**config.mk**
```make
export PLATFORM = sky130hd
export DESIGN_NAME = alu_exec_unit
export DESIGN_NICKNAME = d
export VERILOG_FILES = /design/src/rtl/alu_pkg.sv /design/src/rtl/alu_muldiv_iter.sv /design/src/rtl/alu_exec_unit.sv
export SDC_FILE = /design/constraint.sdc
export NUM_CORES = 1
export LEC_CHECK = 0
export BUFFER_PORTS_ARGS = -buffer_cell sky130_fd_sc_hd__buf_2
export CORE_MARGIN = 2
export CORE_UTILIZATION = 42
export CTS_BUF_LIST = sky130_fd_sc_hd__clkbuf_16
export DETAILED_ROUTE_END_ITERATION = 10
export HOLD_SLACK_MARGIN = 0.05
export PLACE_DENSITY_LB_ADDON = 0.15
export SLEW_MARGIN = 15
export SYNTH_ARGS = -nofsm -noshare
export SYNTH_HDL_FRONTEND = slang
export SYNTH_SLANG_ARGS = --single-unit
export TNS_END_PERCENT = 20
```
**constraint.sdc**
```tcl
create_clock -name clk -period 11.1 [get_ports clk]
set_input_delay 0.555 -clock clk [delete_from_list [all_inputs] [get_ports clk]]
set_output_delay 0.555 -clock clk [all_outputs]
set_load 0.05 [all_outputs]
```
**src/rtl/alu_pkg.sv**
```systemverilog
// alu_pkg: shared ALU control codes, FSM state type, funct7/aluop encodings and decode.
// Latency: n/a (package). Backpressure: n/a.
// Optional feature macro ALU_MULDIV_EN: when defined, funct7 = 0000001 decodes to mul/div classes.
package alu_pkg;

  // 4-bit internal ALU control codes
  localparam logic [3:0] ALU_AND  = 4'b0000;
  localparam logic [3:0] ALU_OR   = 4'b0001;
  localparam logic [3:0] ALU_ADD  = 4'b0010;
  localparam logic [3:0] ALU_XOR  = 4'b0011;
  localparam logic [3:0] ALU_SLL  = 4'b0100;
  localparam logic [3:0] ALU_SRL  = 4'b0101;
  localparam logic [3:0] ALU_SUB  = 4'b0110;
  localparam logic [3:0] ALU_SRA  = 4'b0111;
  localparam logic [3:0] ALU_SLT  = 4'b1000;
  localparam logic [3:0] ALU_SLTU = 4'b1001;
  localparam logic [3:0] ALU_MUL  = 4'b1100;
  localparam logic [3:0] ALU_DIV  = 4'b1101;

  localparam logic [6:0] F7_BASE   = 7'b0000000;
  localparam logic [6:0] F7_ALT    = 7'b0100000;
  localparam logic [6:0] F7_MULDIV = 7'b0000001;

  localparam logic [1:0] AOP_MEM     = 2'b00;
  localparam logic [1:0] AOP_BRANCH  = 2'b01;
  localparam logic [1:0] AOP_RTYPE   = 2'b10;
  localparam logic [1:0] AOP_ILLEGAL = 2'b11;

  // funct3 values of the multiply class that need sign handling
  localparam logic [2:0] F3_MUL    = 3'b000;
  localparam logic [2:0] F3_MULH   = 3'b001;
  localparam logic [2:0] F3_MULHSU = 3'b010;

  typedef enum logic [1:0] {IDLE, CALC, DONE} state_e;

  typedef struct packed {
    logic [3:0] ctrl;
    logic       illegal;
  } alu_op_t;

  function automatic alu_op_t alu_decode(input logic [1:0] aluop,
                                         input logic [2:0] funct3,
                                         input logic [6:0] funct7);
    alu_op_t op;
    op.ctrl    = ALU_ADD;
    op.illegal = 1'b0;
    case (aluop)
      AOP_MEM:    op.ctrl = ALU_ADD;
      AOP_BRANCH: op.ctrl = ALU_SUB;
      AOP_RTYPE: begin
        if (funct7 == F7_BASE) begin
          case (funct3)
            3'd0:    op.ctrl = ALU_ADD;
            3'd1:    op.ctrl = ALU_SLL;
            3'd2:    op.ctrl = ALU_SLT;
            3'd3:    op.ctrl = ALU_SLTU;
            3'd4:    op.ctrl = ALU_XOR;
            3'd5:    op.ctrl = ALU_SRL;
            3'd6:    op.ctrl = ALU_OR;
            default: op.ctrl = ALU_AND;
          endcase
        end else if (funct7 == F7_ALT) begin
          if (funct3 == 3'b000)      op.ctrl    = ALU_SUB;
          else if (funct3 == 3'b101) op.ctrl    = ALU_SRA;
          else                       op.illegal = 1'b1;
`ifdef ALU_MULDIV_EN
        end else if (funct7 == F7_MULDIV) begin
          // funct3[2] splits mul group (0..3) from div group (4..7)
          op.ctrl = funct3[2] ? ALU_DIV : ALU_MUL;
`endif
        end else begin
          op.illegal = 1'b1;
        end
      end
      default: op.illegal = 1'b1;
    endcase
    return op;
  endfunction

endpackage

```
**src/rtl/alu_muldiv_iter.sv**
```systemverilog
// alu_muldiv_iter: iterative shift-add multiplier / restoring divider on operand magnitudes.
// Latency: XLEN iterations after start; 'last' flags the final iteration cycle.
// Backpressure: none; result holds after completion until the next start. Built only under ALU_MULDIV_EN.
// Ports: clk, reset (sync, active-high), start, funct3, a, b in; last, result out.
module alu_muldiv_iter
  import alu_pkg::*;
#(
  parameter int XLEN = 32
) (
  input  logic            clk,
  input  logic            reset,
  input  logic            start,
  input  logic [2:0]      funct3,
  input  logic [XLEN-1:0] a,
  input  logic [XLEN-1:0] b,
  output logic            last,
  output logic [XLEN-1:0] result
);

  localparam int CW = $clog2(XLEN);

  logic              busy_q, busy_d;
  logic [CW-1:0]     cnt_q, cnt_d;
  logic [2:0]        f3_q, f3_d;
  logic              neg_q, neg_d;          // sign of product or quotient
  logic              neg_rem_q, neg_rem_d;  // remainder follows the dividend sign
  logic              div0_q, div0_d;
  logic [XLEN-1:0]   mag_a_q, mag_a_d, mag_b_q, mag_b_d;
  // mul: full product; div: {remainder, quotient}
  logic [2*XLEN-1:0] acc_q, acc_d;

  logic              sign_a, sign_b;
  logic [XLEN:0]     rem_sh;
  logic [XLEN-1:0]   rem_sub;

  always_comb begin
    busy_d    = busy_q;
    cnt_d     = cnt_q;
    f3_d      = f3_q;
    neg_d     = neg_q;
    neg_rem_d = neg_rem_q;
    div0_d    = div0_q;
    mag_a_d   = mag_a_q;
    mag_b_d   = mag_b_q;
    acc_d     = acc_q;
    sign_a    = 1'b0;
    sign_b    = 1'b0;
    rem_sh    = '0;
    rem_sub   = '0;
    if (start) begin
      if (funct3[2]) begin
        // div/rem are signed, divu/remu are not
        sign_a = !funct3[0] && a[XLEN-1];
        sign_b = !funct3[0] && b[XLEN-1];
      end else begin
        sign_a = (funct3 == F3_MULH || funct3 == F3_MULHSU) && a[XLEN-1];
        sign_b = (funct3 == F3_MULH) && b[XLEN-1];
      end
      busy_d    = 1'b1;
      cnt_d     = CW'(XLEN - 1);
      f3_d      = funct3;
      neg_d     = sign_a ^ sign_b;
      neg_rem_d = sign_a;
      div0_d    = (b == '0);
      mag_a_d   = sign_a ? -a : a;
      mag_b_d   = sign_b ? -b : b;
      acc_d     = '0;
    end else if (busy_q) begin
      if (f3_q[2]) begin
        // one restoring step: bring in the next dividend bit, MSB first
        rem_sh  = {acc_q[2*XLEN-1:XLEN], mag_a_q[cnt_q]};
        rem_sub = rem_sh[XLEN-1:0] - mag_b_q;
        if (rem_sh >= {1'b0, mag_b_q})
          acc_d = {rem_sub, acc_q[XLEN-2:0], 1'b1};
        else
          acc_d = {rem_sh[XLEN-1:0], acc_q[XLEN-2:0], 1'b0};
      end else begin
        // MSB-first shift-add over the multiplier bits
        acc_d = {acc_q[2*XLEN-2:0], 1'b0}
              + (mag_b_q[cnt_q] ? {{XLEN{1'b0}}, mag_a_q} : {(2*XLEN){1'b0}});
      end
      cnt_d = cnt_q - 1'b1;
      if (cnt_q == '0) busy_d = 1'b0;
    end
  end

  always_ff @(posedge clk) begin
    if (reset) begin
      busy_q    <= 1'b0;
      cnt_q     <= '0;
      f3_q      <= '0;
      neg_q     <= 1'b0;
      neg_rem_q <= 1'b0;
      div0_q    <= 1'b0;
      mag_a_q   <= '0;
      mag_b_q   <= '0;
      acc_q     <= '0;
    end else begin
      busy_q    <= busy_d;
      cnt_q     <= cnt_d;
      f3_q      <= f3_d;
      neg_q     <= neg_d;
      neg_rem_q <= neg_rem_d;
      div0_q    <= div0_d;
      mag_a_q   <= mag_a_d;
      mag_b_q   <= mag_b_d;
      acc_q     <= acc_d;
    end
  end

  // Sign fix-up. Signed overflow falls out naturally: |q| = 2^(XLEN-1), unnegated, equals a.
  logic [2*XLEN-1:0] prod;
  logic [XLEN-1:0]   quo, rem;
  assign prod = neg_q ? -acc_q : acc_q;
  assign quo  = div0_q ? {XLEN{1'b1}} : (neg_q ? -acc_q[XLEN-1:0] : acc_q[XLEN-1:0]);
  assign rem  = neg_rem_q ? -acc_q[2*XLEN-1:XLEN] : acc_q[2*XLEN-1:XLEN];

  assign result = f3_q[2] ? (f3_q[1] ? rem : quo)
                          : ((f3_q == F3_MUL) ? prod[XLEN-1:0] : prod[2*XLEN-1:XLEN]);
  assign last   = busy_q && (cnt_q == '0);

endmodule

```
**src/rtl/alu_exec_unit.sv**
```systemverilog
// alu_exec_unit: RISC-V ALU execute stage; decodes aluop/funct3/funct7 and computes on XLEN operands.
// Latency: 1 cycle after accept for single-cycle/illegal ops, XLEN+1 for mul/div (ALU_MULDIV_EN).
// Backpressure: in_ready high only in IDLE; result held with out_valid until out_ready.
// Ports: clk, reset (sync, active-high); in_valid/in_ready, aluop, funct3, funct7, a, b in;
//        out_valid/out_ready, result, zero, illegal out.
module alu_exec_unit
  import alu_pkg::*;
#(
  parameter int XLEN = 32
) (
  input  logic            clk,
  input  logic            reset,
  input  logic            in_valid,
  output logic            in_ready,
  input  logic [1:0]      aluop,
  input  logic [2:0]      funct3,
  input  logic [6:0]      funct7,
  input  logic [XLEN-1:0] a,
  input  logic [XLEN-1:0] b,
  output logic            out_valid,
  input  logic            out_ready,
  output logic [XLEN-1:0] result,
  output logic            zero,
  output logic            illegal
);

  localparam int SHW = $clog2(XLEN);

  state_e          state_q;
  logic            in_ready_q, out_valid_q, zero_q, illegal_q;
  logic [XLEN-1:0] result_q, a_q, b_q;
  alu_op_t         op_q, dec_d;
  logic [XLEN-1:0] alu_res_d;
  logic            accept, is_md_d;

  assign accept  = in_valid && in_ready_q;
  assign dec_d   = alu_decode(aluop, funct3, funct7);
  assign is_md_d = !dec_d.illegal && (dec_d.ctrl == ALU_MUL || dec_d.ctrl == ALU_DIV);

`ifdef ALU_MULDIV_EN
  logic            md_last;
  logic [XLEN-1:0] md_result;

  // The iterator latches its own operands and funct3 on start.
  alu_muldiv_iter #(.XLEN(XLEN)) u_muldiv (
    .clk    (clk),
    .reset  (reset),
    .start  (accept && is_md_d),
    .funct3 (funct3),
    .a      (a),
    .b      (b),
    .last   (md_last),
    .result (md_result)
  );
`endif

  always_comb begin
    alu_res_d = '0;
    if (!op_q.illegal) begin
      case (op_q.ctrl)
        ALU_ADD:  alu_res_d = a_q + b_q;
        ALU_SUB:  alu_res_d = a_q - b_q;
        ALU_AND:  alu_res_d = a_q & b_q;
        ALU_OR:   alu_res_d = a_q | b_q;
        ALU_XOR:  alu_res_d = a_q ^ b_q;
        ALU_SLL:  alu_res_d = a_q << b_q[SHW-1:0];
        ALU_SRL:  alu_res_d = a_q >> b_q[SHW-1:0];
        ALU_SRA:  alu_res_d = $unsigned($signed(a_q) >>> b_q[SHW-1:0]);
        ALU_SLT:  alu_res_d = {{(XLEN-1){1'b0}}, $signed(a_q) < $signed(b_q)};
        ALU_SLTU: alu_res_d = {{(XLEN-1){1'b0}}, a_q < b_q};
`ifdef ALU_MULDIV_EN
        ALU_MUL, ALU_DIV: alu_res_d = md_result;
`endif
        default:  alu_res_d = '0;
      endcase
    end
  end

  // DONE spends one cycle registering the result before out_valid rises.
  always_ff @(posedge clk) begin
    if (reset) begin
      state_q     <= IDLE;
      in_ready_q  <= 1'b0;
      out_valid_q <= 1'b0;
      result_q    <= '0;
      zero_q      <= 1'b0;
      illegal_q   <= 1'b0;
      op_q        <= '0;
      a_q         <= '0;
      b_q         <= '0;
    end else begin
      case (state_q)
        IDLE: begin
          in_ready_q <= 1'b1;
          if (accept) begin
            op_q       <= dec_d;
            a_q        <= a;
            b_q        <= b;
            in_ready_q <= 1'b0;
            state_q    <= is_md_d ? CALC : DONE;
          end
        end
`ifdef ALU_MULDIV_EN
        CALC: if (md_last) state_q <= DONE;
`endif
        DONE: begin
          if (!out_valid_q) begin
            out_valid_q <= 1'b1;
            result_q    <= alu_res_d;
            zero_q      <= (alu_res_d == '0);
            illegal_q   <= op_q.illegal;
          end else if (out_ready) begin
            out_valid_q <= 1'b0;
            in_ready_q  <= 1'b1;
            state_q     <= IDLE;
          end
        end
        default: state_q <= IDLE;
      endcase
    end
  end

  assign in_ready  = in_ready_q;
  assign out_valid = out_valid_q;
  assign result    = result_q;
  assign zero      = zero_q;
  assign illegal   = illegal_q;

endmodule

```
Word level (Yosys, flattened, before mapping)
Cells that the tools add are included.
{"block": "classes", "magnitude_cmp": 2, "multipliers": 0, "muxes": 24, "shifts": 3, "add_sub_neg": 2, "n_eq_ne": 24, "reduce_logical": 16, "div": 0, "bitwise_logic": 4}
{"cell": "32-bit case mux with 10 select lines", "count": 1}
{"cell": "32-bit < comparator", "count": 2}
{"cell": "32-bit adder", "count": 1}
{"cell": "32-bit AND", "count": 1}
{"cell": "32-bit logical NOT", "count": 1}
{"cell": "32-bit two-way mux", "count": 1}
{"cell": "32-bit OR", "count": 1}
{"cell": "32-bit by 5-bit left shift with 32-bit output", "count": 1}
{"cell": "32-bit by 5-bit right shift with 32-bit output", "count": 1}
{"cell": "32-bit by 5-bit >>> shifter with 32-bit output", "count": 1}
{"cell": "32-bit subtractor", "count": 1}
{"cell": "32-bit XOR", "count": 1}
{"cell": "4-bit case mux with 7 select lines", "count": 1}
{"cell": "4-bit by 3-bit equality test with 1-bit output, second input constant", "count": 4}
{"cell": "4-bit equality test, second input constant", "count": 4}
{"cell": "4-bit two-way mux", "count": 3}
{"cell": "3-bit equality test, second input constant", "count": 3}
{"cell": "1-bit two-way mux", "count": 9}
{"cell": "4-bit by 2-bit equality test with 1-bit output, second input constant", "count": 2}
{"cell": "2-bit two-way mux", "count": 4}
{"cell": "4-bit case mux with 2 select lines", "count": 1}
{"cell": "7-bit by 6-bit equality test with 1-bit output, second input constant", "count": 1}
{"cell": "7-bit logical NOT", "count": 1}
{"cell": "3-bit by 2-bit equality test with 1-bit output, second input constant", "count": 2}
{"cell": "19 further kinds", "count": 27}
{"block": "totals", "reg_bits": 107, "inputBits": 80, "latch_bits": 0, "output_inout_bits": 36, "n_memories": 0, "wordCells": 85, "rom_bits": 0, "ramBits": 0}

Longest topological paths before layout
{"block": "logic_depth", "ltp_word": 12, "ltp_mapped": 18, "ltp_nobuf": 15}

Worst setup path after synthesis
Ideal clock, no wire load.
{"block": "synth_timing", "kind": "register to register", "start": "register b_q[2]", "end": "register zero_q, in the netlist zero", "required_time_ps": 11016, "n_path_buf": 5, "setup_ps": 84, "setup_slack_ps": 6908, "synth_period_minus_slack_ps": 4192, "arrival_time_ps": 4108, "path_stages_with_launch": 19, "cell_sequence": "dfxtp_1 > buf_6 > buf_6 > buf_2 > inv_2 > buf_1 > ha_1 > buf_2 > nor2b_1 > a211o_1 > a31o_2 > o41ai_4 > a31oi_2 > o311a_1 > a2111oi_2 > o221ai_1 > and4bb_1 > nand4_1 > o31ai_2"}
{"block": "synth_via", "elab_chain_cells": 4, "elab_cells_between_ends": 13, "classes_between": "add/sub: 2; order compare: 2; shift: 3; mux: 2; bitwise: 3; reduce/logical: 1"}
{"element": "from (decl)", "line": "alu_exec_unit.sv:31", "text": "logic [XLEN-1:0] result_q, a_q, b_q;"}
{"element": "from (signal assigned)", "line": "alu_exec_unit.sv:90", "text": "b_q <= '0;"}
{"element": "from (signal assigned)", "line": "alu_exec_unit.sv:98", "text": "b_q <= b;"}
{"element": "32-bit subtractor, or another cell as far along", "line": "alu_exec_unit.sv:62", "text": "ALU_SUB: alu_res_d = a_q - b_q;"}
{"element": "32-bit case mux with 10 select lines (*)", "line": "alu_exec_unit.sv:60", "text": "case (op_q.ctrl)"}
{"element": "32-bit two-way mux (*)", "line": "alu_exec_unit.sv:59", "text": "if (!op_q.illegal) begin"}
{"element": "32-bit logical NOT (*)", "line": "alu_exec_unit.sv:110", "text": "zero_q <= (alu_res_d == '0);"}
{"element": "to (signal assigned)", "line": "alu_exec_unit.sv:110"}
{"element": "to (decl)", "line": "alu_exec_unit.sv:30", "text": "logic in_ready_q, out_valid_q, zero_q, illegal_q;"}
Every way passes the cells marked *; elsewhere a longest branch is shown, timed or not.
A chain may end at the register's enable or synchronous reset.

Final worst setup path
{"block": "layout_timing", "start": "register b_q[3]", "end": "register zero_q, in the netlist zero"}
Same word-level chain as after synthesis.

==> run summary <==
outcome: complete, no violations
PnR Total Power: 1.07 mW
Final Cycle Share: 0.457
# resized after CTS: 0
worst path arrival time: 5390 ps
H-tree levels: 3
root buf cell: clkbuf_16
# IOs: 116
crit path max fanout: 67
CTS tree: yes
final WL: 66100 um
proportion of synthesized area in mux cells: 0.163
clk slew on worst S/H paths: 80 ps
Post-DP Area: 0.0149 mm2
share of layout cells above drive strength 1: 0.153
Setup TNS Final: 0 ps
Final Critical Period: 5080 ps
Min-Delay Path Class: in2reg
syn avg cell area: 7.29 um2
placed insts: 2367
DRT Pass-1 Iters: 6
maximum clock frequency: 0.197 GHz
relative slew slack: 0.217
post-CTS setup buffer count: 0
Layout area overhead: 6.84%
synthesized instance count: 1954
Post-synth EDFFs: 0
total clock sinks: 107
RSZ-0062 raised after global routing: false
Setup Skew: 16.2 ps
first-pass GRT wire length: 97700 um
Fill cells: 3520
MaxCap Viol Count: 0
sequential element share of the synthesized area: 0.150
commonest cells after routing, fill and taps aside: 286 x nand2_1, 204 x a21oi_1, 172 x nor2_1
Synth Cell Area: 0.0142 mm2
CP required: 11410 ps
wire per inst: 27.7 um
clock power share: 0.315
Primary FF master, synth: dfxtp_1
chip height: 188 um
vias: 16000
Async S/R FF share, synth: 0
FF-to-FF Start: b_q[3]$_SDFFE_PP0P_
Worst Setup End Kind: flop
global-route total usage across every layer: 0.367
Switch Pwr: 0.394 mW
# port buffers: 115
post-synthesis xor/xnor area fraction: 0.00861
Yosys warnings: 0
number of synthesized register bits: 107
drt drc: 0
DR iter-0 viols: 1857
crit path from: b_q[3]$_SDFFE_PP0P_
GP Congestion: 1.08
worst setup margin: 6020 ps
Clk Latency, worst-skew pair: 390 ps
Worst-Margin Slew: 1150 ps
die width: 188 um
largest net degree at the start of global routing: 73
nets: 2115
Setup WS pre-CTS: 6170 ps
Rows: 67
final slew viol count: 0
Antenna Nets Post-Route: 0
design area: 0.0152 mm2
Syn Nets: 2139
internal power: 0.676 mW
Max clock buf depth: 2
commonest non-fill, non-tap cell in the layout: nand2_1
hpwl dp: 49600 um
Sw Ratio: 0.368
critical path endpoint: zero$_SDFFE_PP0P_
sequential power share: 0.385
CTS hold repair buffers: 0
vias in the first global route: 14600
Synth cell types: 95
reg2reg end: zero$_SDFFE_PP0P_
Startpoint Class: flop
PwrDens: 70.3 mW/mm2
Die ar.: 0.0354 mm2
final setup violation count: 0
Inserted Diodes: 0
Setup CP Type: reg2reg
combinational power share: 0.301
Compound-Gate Fraction of Synth Area: 0.277
fraction of the mapped netlist area in simple logic gates: 0.226
core footprint: 0.0334 mm2
Initial Util: 0.426
Post-Layout Cell Count: 2383
number of CTS-inserted buffers: 9
P_leak: 5.44 nW
antenna violations before repair: 5
Reg2Reg Depth: 14
Post-Synth Adder-Cell Area: 0.0933
Final Hold Fails: 0
peak supply drop: 0.0924 mV
largest family of logic cells by synthesized area: compound AO/OA/AOI/OAI gates
vias per inst: 6.70
GRT Residual Overflow: 0
Worst R2R Setup Slack: 6020 ps
## per-stage QoR
step | utilization | hold slack, ps
finish | 0.455 | 393
global route | 0.455 | 398
CTS | 0.455 | 380
detailed placement | 0.446 | 445
global placement | 0.446 | 440
floorplan | - | 453
## cell type report
class	count	area [um2]	area share
clock buffers	9	225	0.0148
clock inverters	7	61.3	0.00403
inverters	98	368	0.0242
multi-input cells	1563	11000	0.723
flip-flops and latches	107	2150	0.142
well taps	448	561	0.0368
repair buffers	151	848	0.0558
## Yosys cell counts, types with 28 or more instances
cell type,n,area [um2]
nor2_1,173,649
buf_2,36,180
nor3_1,44,220
mux4_2,63,1420
a21oi_1,204,1020
dfxtp_1,107,2140
inv_1,94,353
nand3_1,56,280
clkbuf_1,128,480
ha_1,103,1290
o211ai_1,28,210
o21ai_0,83,415
nand2_1,286,1070
mux2i_1,57,571
## power by group through the flow
stage               Sequential, mW  Clock (mW)  Combinational [mW]
global route                 0.412       0.353               0.341
global placement             0.419           0               0.311
floorplan                    0.409           0               0.215
finish                       0.411       0.337               0.321
CTS                          0.410       0.345               0.314
detailed placement           0.420           0               0.312
## worst max-delay path, stage by stage, from the launching register on
cell,delay [ps]
dfxtp_2,320
buf_4,600
clkinv_1,240
ha_1,470
a21o_1,240
a21oi_1,440
a21oi_1,290
o21ai_0,560
o211ai_1,310
a211oi_1,310
a211oi_1,100
o41ai_1,530
and4bb_1,270
nand4_1,100
o31ai_2,210
## per-layer routing
metal | part of all wire | global-route usage
met5 | 0.00035 | 0
met4 | 0.038 | 0.136
met3 | 0.092 | 0.0586
met2 | 0.44 | 0.562
met1 | 0.43 | 0.519
## worst min path at each step
stage                                        from                       to  slack, ps  depth (start not counted)
after floorplan              b_q[10]$_SDFFE_PP0P_     b_q[10]$_SDFFE_PP0P_        450                          2
after global placement    result[22]$_SDFFE_PP0P_  result[22]$_SDFFE_PP0P_        440                          2
after detailed placement  result[28]$_SDFFE_PP0P_  result[28]$_SDFFE_PP0P_        440                          2
after CTS                                    a[4]      a_q[4]$_SDFFE_PP0P_        380                          3
after global routing                        a[19]     a_q[19]$_SDFFE_PP0P_        400                          3
final                                        a[9]      a_q[9]$_SDFFE_PP0P_        390                          3
## flip-flops by register name, indices dropped and copies added (netlist names)
register	flops
b_q	32
op_q	5
out_valid	1
a_q	32
illegal	1
in_ready	1
result	32
zero	1
state_q	2
## logic make-up after synthesis
logic type,Yosys count
other,1
multiplexers,148
adder cells (fa/ha/maj),105
AND/OR/NAND/NOR,700
AO/OA/AOI/OAI,595
flip-flops,107
buffers and inverters,284
XOR/XNOR,14
Note: power is estimated with default switching activity, not from simulation.
